<file path="config.mk">
export PLATFORM = sky130hd
export DESIGN_NAME = rom_download_ctrl
export DESIGN_NICKNAME = d
export VERILOG_FILES = /design/src/rtl/rom_dl_pkg.sv /design/src/rtl/reset_stretch.sv /design/src/rtl/rom_download_ctrl.sv
export SDC_FILE = /design/constraint.sdc
export NUM_CORES = 1
export LEC_CHECK = 0
export CELL_PAD_IN_SITES_DETAIL_PLACEMENT = 1
export CELL_PAD_IN_SITES_GLOBAL_PLACEMENT = 2
export CORE_UTILIZATION = 30
export CTS_CLUSTER_DIAMETER = 80
export DETAILED_ROUTE_END_ITERATION = 6
export PLACE_DENSITY = 0.85
export SLEW_MARGIN = 20
export SYNTH_ARGS = -nofsm -noshare
export SYNTH_HDL_FRONTEND = slang
export SYNTH_HIERARCHICAL = 1
export SYNTH_SLANG_ARGS = --single-unit
export TNS_END_PERCENT = 5
</file>
<file path="constraint.sdc">
create_clock -name clk_sys -period 3.5 [get_ports clk_sys]
set_clock_uncertainty 0.15 [all_clocks]
set_input_delay 0.7 -clock clk_sys [delete_from_list [all_inputs] [get_ports clk_sys]]
set_output_delay 0.7 -clock clk_sys [all_outputs]
set_load 0.01 [all_outputs]
</file>
<file path="src/rtl/rom_dl_pkg.sv">
// Shared types and width helpers for the ROM download sequencer.
package rom_dl_pkg;

    typedef enum logic [2:0] {
        ST_BOOT,
        ST_LOAD,
        ST_CHECK,
        ST_HOLD,
        ST_RUN,
        ST_FAIL
    } state_t;

    localparam int IO_AW = 25;
    localparam int CNT_W = 25;

    function automatic int width_of(input int n);
        return (n <= 1) ? 1 : $clog2(n);
    endfunction

    function automatic int log2_of(input int n);
        return (n <= 1) ? 0 : $clog2(n);
    endfunction

endpackage

</file>
<file path="src/rtl/reset_stretch.sv">
// Loadable down-counter; done is high once the count has drained to zero.
module reset_stretch
    import rom_dl_pkg::*;
#(
    parameter int HOLD_CYCLES = 1024
) (
    input  logic clk_sys,
    input  logic res_n,
    input  logic load,
    output logic done
);

    localparam int CW = width_of(HOLD_CYCLES);
    localparam logic [CW-1:0] RELOAD = CW'(HOLD_CYCLES - 1);

    logic [CW-1:0] cnt;

    always_ff @(posedge clk_sys or negedge res_n) begin
        if (!res_n) begin
            cnt <= '0;
        end else if (load) begin
            cnt <= RELOAD;
        end else if (cnt != '0) begin
            cnt <= cnt - 1'b1;
        end
    end

    assign done = (cnt == '0);

endmodule

</file>
<file path="src/rtl/rom_download_ctrl.sv">
// ROM download decoder, image validator and core reset sequencer.
module rom_download_ctrl
    import rom_dl_pkg::*;
#(
    parameter int          NREG        = 4,
    parameter int          AW          = 14,
    parameter logic [7:0]  INDEX       = 8'h00,
    parameter int          MIN_BYTES   = 16384,
    parameter int          HOLD_CYCLES = 1024
) (
    input  logic             clk_sys,
    input  logic             res_n,
    input  logic             ioctl_downl,
    input  logic [7:0]       ioctl_index,
    input  logic             ioctl_wr,
    input  logic [24:0]      ioctl_addr,
    input  logic [7:0]       ioctl_dout,
    input  logic             user_reset,
    output logic             core_reset,
    output logic             rom_ready,
    output logic             load_error,
    output logic [NREG-1:0]  dn_wr,
    output logic [AW-1:0]    dn_addr,
    output logic [7:0]       dn_data
);

    localparam int RW   = log2_of(NREG);
    localparam int RSW  = width_of(NREG);
    localparam int SPAN = AW + RW;
    localparam logic [CNT_W-1:0] MIN_CNT = CNT_W'(MIN_BYTES);

    state_t            state;
    logic [CNT_W-1:0]  count;
    logic              seen_nz;

    logic              sel;
    logic              in_range;
    logic [RSW-1:0]    reg_idx;
    logic [NREG-1:0]   reg_hot;
    logic              accept;
    logic              image_ok;
    logic              hold_load;
    logic              hold_done;
    logic [CNT_W-1:0]  count_inc;

    assign sel      = ioctl_downl && (ioctl_index == INDEX);
    assign in_range = ((ioctl_addr >> SPAN) == '0);
    assign reg_idx  = RSW'(ioctl_addr >> AW);
    assign reg_hot  = NREG'(1) << reg_idx;
    assign accept   = (state == ST_LOAD) && ioctl_wr && in_range;
    assign image_ok = (count >= MIN_CNT) && seen_nz;

    assign count_inc = (&count) ? count : count + 1'b1;

    // Reload the stretcher on every HOLD entry and on every user_reset cycle
    // while holding; a new download outranks both.
    assign hold_load = !sel && (
        ((state == ST_CHECK) && image_ok) ||
        (((state == ST_RUN) || (state == ST_HOLD)) && user_reset)
    );

    reset_stretch #(
        .HOLD_CYCLES (HOLD_CYCLES)
    ) u_stretch (
        .clk_sys (clk_sys),
        .res_n   (res_n),
        .load    (hold_load),
        .done    (hold_done)
    );

    always_ff @(posedge clk_sys or negedge res_n) begin
        if (!res_n) begin
            state      <= ST_BOOT;
            count      <= '0;
            seen_nz    <= 1'b0;
            core_reset <= 1'b1;
            rom_ready  <= 1'b0;
            load_error <= 1'b0;
            dn_wr      <= '0;
            dn_addr    <= '0;
            dn_data    <= '0;
        end else begin
            dn_wr      <= '0;
            core_reset <= 1'b1;

            if (accept) begin
                dn_wr   <= reg_hot;
                dn_addr <= ioctl_addr[AW-1:0];
                dn_data <= ioctl_dout;
                count   <= count_inc;
                if (ioctl_dout != 8'h00) begin
                    seen_nz <= 1'b1;
                end
            end

            unique case (state)
                ST_BOOT, ST_FAIL: begin
                    if (sel) begin
                        state     <= ST_LOAD;
                        count     <= '0;
                        seen_nz   <= 1'b0;
                        rom_ready <= 1'b0;
                    end
                end
                ST_LOAD: begin
                    if (!sel) begin
                        state <= ST_CHECK;
                    end
                end
                ST_CHECK: begin
                    if (image_ok) begin
                        rom_ready  <= 1'b1;
                        load_error <= 1'b0;
                        state      <= ST_HOLD;
                    end else begin
                        rom_ready  <= 1'b0;
                        load_error <= 1'b1;
                        state      <= ST_FAIL;
                    end
                end
                ST_HOLD: begin
                    if (sel) begin
                        state     <= ST_LOAD;
                        count     <= '0;
                        seen_nz   <= 1'b0;
                        rom_ready <= 1'b0;
                    end else if (!user_reset && hold_done) begin
                        state      <= ST_RUN;
                        core_reset <= 1'b0;
                    end
                end
                ST_RUN: begin
                    if (sel) begin
                        state     <= ST_LOAD;
                        count     <= '0;
                        seen_nz   <= 1'b0;
                        rom_ready <= 1'b0;
                    end else if (user_reset) begin
                        state <= ST_HOLD;
                    end else begin
                        core_reset <= 1'b0;
                    end
                end
                default: begin
                    state <= ST_BOOT;
                end
            endcase
        end
    end

endmodule

</file>
Yosys cells after proc, flatten, opt, wreduce, memory -nomap -nowiden
Cells that the tools add are included.
- flip-flop bits (word level): 68
- input bits: 46
- output and inout port bits: 29
- $lt $le $gt $ge: 1
- $add $sub $neg: 2
- reduce and logical (&&, ||, !) cells: 25
- equality and inequality tests: 10
- muxes and demuxes: 28
- shift operators: 1
- operators by type and width (kind ; count):
    2-to-1 mux 25 bit ; 4
    adder 25 x 1 -> 25 bit, second input constant ; 1
    greater-or-equal comparator 25 x 15 -> 1 bit, second input constant ; 1
    logical NOT 25 bit ; 1
    AND reduction 25 bit ; 1
    2-to-1 mux 3 bit ; 7
    2-to-1 mux 10 bit ; 2
    case mux 3 bit (5 select lines) ; 1
    2-to-1 mux 1 bit ; 11
    logical NOT 10 bit ; 1
    nonzero test 10 bit ; 1
    subtractor 10 x 1 -> 10 bit, second input constant ; 1
    logical AND 1 bit ; 8
    logical NOT 8 bit ; 1
    nonzero test 8 bit ; 1
    == test 3 x 2 -> 1 bit, second input constant ; 2
    == test 3 bit, second input constant ; 2
    2-to-1 mux 4 bit ; 1
    != test 2 bit, second input constant ; 2
    case mux 1 bit (2 select lines) ; 2
    AND reduction 4 bit ; 1
    nonzero test 2 bit ; 2
    OR reduction 4 bit ; 1
    << shifter 1 x 2 -> 4 bit, first input constant ; 1
    other kinds (9) ; 11

Logic depth before layout (Yosys ltp)
- depth after elaboration: 6
- gate-level depth with buffers: 9

By module
Netlist, hierarchy kept.
- by module, submodules not included (module ; area an instance (um^2) ; cells each ; instances):
    rom_download_ctrl ; 2871.5 ; 318 ; 1
    reset_stretch ; 524.3 ; 49 ; 1

Worst setup path before layout
No wires, ideal clock.
- path type: flip-flop to flip-flop
- from: register u_stretch.cnt[0]
- to: register state[2]
- arrival: 2.396 ns
- clock period less this slack: 2.611 ns
- stages on the path, launching flop included: 9
- path slack: 0.889 ns
- library setup time: 0.065 ns
- buffers on the path: 0
- cells stage by stage: dfrtp_1 inv_1 ha_1 or4b_2 nor3_4 nor2b_1 o21ai_0 a2111oi_0 a211o_1
- word-level cells in the longest chain between the ends: 4
- RTL lines (what ; line ; source):
    from (decl) ; reset_stretch.sv:16 ; logic [CW-1:0] cnt;
    from (signal assigned) ; reset_stretch.sv:24 ; cnt <= cnt - 1'b1;
    logical NOT 10 bit ; reset_stretch.sv:28 ; assign done = (cnt == '0);
    net hold_done ; rom_download_ctrl.sv:43 ; logic hold_done;
    logical AND 1 bit ; rom_download_ctrl.sv:127 ; end else if (!user_reset && hold_done) begin
    != test 3 x 2 -> 1 bit (no source line) ; - ;
    AND reduction 4 bit (no source line) ; - ;
    to (signal assigned) ; rom_download_ctrl.sv:123 ; state <= ST_LOAD;
    to (signal assigned) ; rom_download_ctrl.sv:128 ; state <= ST_RUN;
    to (signal assigned) ; rom_download_ctrl.sv:134 ; state <= ST_LOAD;
    to (decl) ; rom_download_ctrl.sv:32 ; state_t state;
The timed path passes the listed nets, and every way through them passes these cells.
A chain may end at the register's enable or synchronous reset.

Worst setup path after layout
Ends and elaborated chain as after synthesis.

==> flow_summary.toml <==
[synthesis]
synth_edf_count = 0
syn_area_um2 = 3400
avgSynthCellArea_um2 = 9.25
yosysTopAreaCell = "dfrtp_1"
seq_area_frac_synth_pct = 50.1
synth_cell_types = 54
synthFlopType = "dfrtp_1"
synth.top_cell.area_share_pct = 49.4
syn_nets = 416
syn_inst = 367
ys_ff_latch = 68
synthArstFlopShare_pct = 100
ys_warn_count = 6
synth_area_leaders = "dfrtp_1, nand2_1, a21oi_1, or3_1, o21ai_0"

[clock_tree]
cts_buffer_depth = 2
clock_latency_ps = 330
clock-sinks = 68
cts_setup_buffers = 0
root_buffer = "clkbuf_16"
clk_pin_slew_ps = 60
cts_tree = "built"
numCtsBuffers = 9
cts_hold_buffers = 0
htree_levels = 3
cts.repair.resized = 0

[power_and_ir_drop]
powerDensity_nw_per_um2 = 503
finalPower_mw = 2.33
worst_ir_drop_vdd_uv = 189
p_leak_nw = 1.94

[floorplanning]
rows = 38
die_w_um = 108
fp.dieH_um = 108
start_util_pct = 31.1
io-pin-count = 75
dieArea_um2 = 11700
design.core.area_um2 = 10900

[route]
via_per_inst = 5.12
num_vias = 3024
first_iter_violations = 91
routedWlPerCell_um = 15.0
ant_nets = 0
drt_pass1_iterations = 4
totalWireLength_um = 8890
remaining_drc_errors = 0

[critical_path]
cp_cell_sequence = "inv_1, ha_1, or4b_2, nor3_4, nor2b_1, o21ai_0, a2111oi_0, a211o_1"
cp_max_fo = 5
endpoint_kind = "flip-flop"
worst_setup_path_start_kind = "flip-flop"
crit_type = "reg -> reg"
cp_top_family = "simple AND/OR/NAND/NOR gates"
slowest_stage = "or4b_2"
worstPathArrival_ps = 2920
worstPathRequired_ps = 3620
crit_path_max_incr_delay_ps = 700
critPathBufInv = 1

[finish]
diodes = 0
syn_to_final_growth_pct = 36.6
final_cell_mix = "nand2_1, clkdlybuf4s50_1, dfrtp_1"
drive_above_1_share_pct = 9.53
final_cell_area_um2 = 4640
final_cells = 591
regArea_um2 = 1700
nets = 495
n_fill_cell = 1259
multi_input_area_um2 = 1570
final_common_cell = "nand2_1"

[placement]
gp_congestion = 0.746
place_inst = 575
dp_hpwl_um = 6370
portBuffers = 74
placed_area_um2 = 4310

[sta]
worst_slew_pin_slew_ps = 680
finalSetupViolCount = 0
tns_ps = 0
min_period_ps = 2810
whs_ps = 191
period_share_pct = 80.2
max_freq_mhz = 356
drv_slew = 0
hold_viol_final = 0
rsz0062_at_grt = "false"
relSlewSlack_pct = 54.7

[global_route]
grt_util_all_layers_pct = 16.4
grt_first_pass_wirelength_um = 15200
met3_usage_pct = 2.53
grt.met2_usage_pct = 27.4
first_global_vias = 3165
grt_max_degree = 27
use_met1_pct = 21.1
top_usage_layer = "met2"
gr-total-overflow = 0
antenna_found_initial = 0

[run]
max_cap_violations = 0

[run_status]
outcome = "complete, no violations"

[min_path]
hold_path.class = "in -> async"
## kinds of logic after synthesis
logic type	synth area share [%]
AO/OA/AOI/OAI	13.7
XOR/XNOR	1.29
adder cells (fa/ha/maj)	1.11
buffers and inverters	3.54
flip-flops	50.1
multiplexers	0.626
AND/OR/NAND/NOR	29.6
## power by group
| part | total [mW] | internal (mW) | switching, mW |
|---|---|---|---|
| registers | 0.964 | 0.854 | 0.110 |
| clock network | 0.988 | 0.643 | 0.346 |
| logic | 0.380 | 0.200 | 0.180 |
| total | 2.33 | 1.70 | 0.635 |
## layout make-up
class	instances	share of cell area, %
Timing Repair Buffer	83	17.3
Sequential cell	68	36.7
Clock inverter	6	1.89
Tap cell	140	3.78
Clock buffer	10	5.15
Inverter	15	1.21
Multi-Input combinational cell	269	33.9
## layer usage
layer | vias to the layer above | routed length, um
met5 | - | 0
met4 | 0 | 142
met3 | 11 | 261
met2 | 38 | 4450
met1 | 1515 | 4030
li1 | 1460 | -
## worst register-to-register path, cell delays in order, from the launching register on
cell,delay (ps)
dfrtp_1,400
inv_1,100
ha_1,260
or4b_2,700
nor3_4,240
nor2b_1,190
o21ai_0,120
a2111oi_0,440
a211o_1,150
## flip-flops by register name, indices dropped and copies added, names as in the netlist
name,cells
core_reset,1
rom_ready,1
dn_wr,4
dn_data,8
count,25
u_stretch/cnt,10
dn_addr,14
state,3
seen_nz,1
load_error,1
## path summary, 6_finish.rpt
kind	endpoint	slack [ps]	from	cells after the start
min reg2reg	dn_addr[7]	320	dn_addr[7]	2
min	rom_ready	190	res_n	1
min in group clk_sys	dn_addr[7]	320	dn_addr[7]	2
max in group asynchronous	count[21]	2280	res_n	2
max reg2reg	state[2]	690	u_stretch/cnt[0]	8
max	state[2]	690	u_stretch/cnt[0]	8
## cells in the mapped netlist, drive strengths merged, types with 3 or more instances
cell type  number
and3            3
o21a            6
o21ai          21
or3            22
nor3           10
xnor2           4
o31ai           3
or4             5
clkbuf         12
ha              3
nor2           15
nor3b           4
nor2b           3
a211o           6
inv            15
dfrtp          67
nand2          81
a21oi          28
nand4          10
nand3           9
nor4            9
## through the flow
stage	setup WS, ps	utilization, %
final	694	42.4
after global routing	496	42.4
after CTS	655	42.4
after detailed placement	406	39.4
after global placement	474	39.4
after floorplan	889	-
Power figures use the tool's default switching activity.
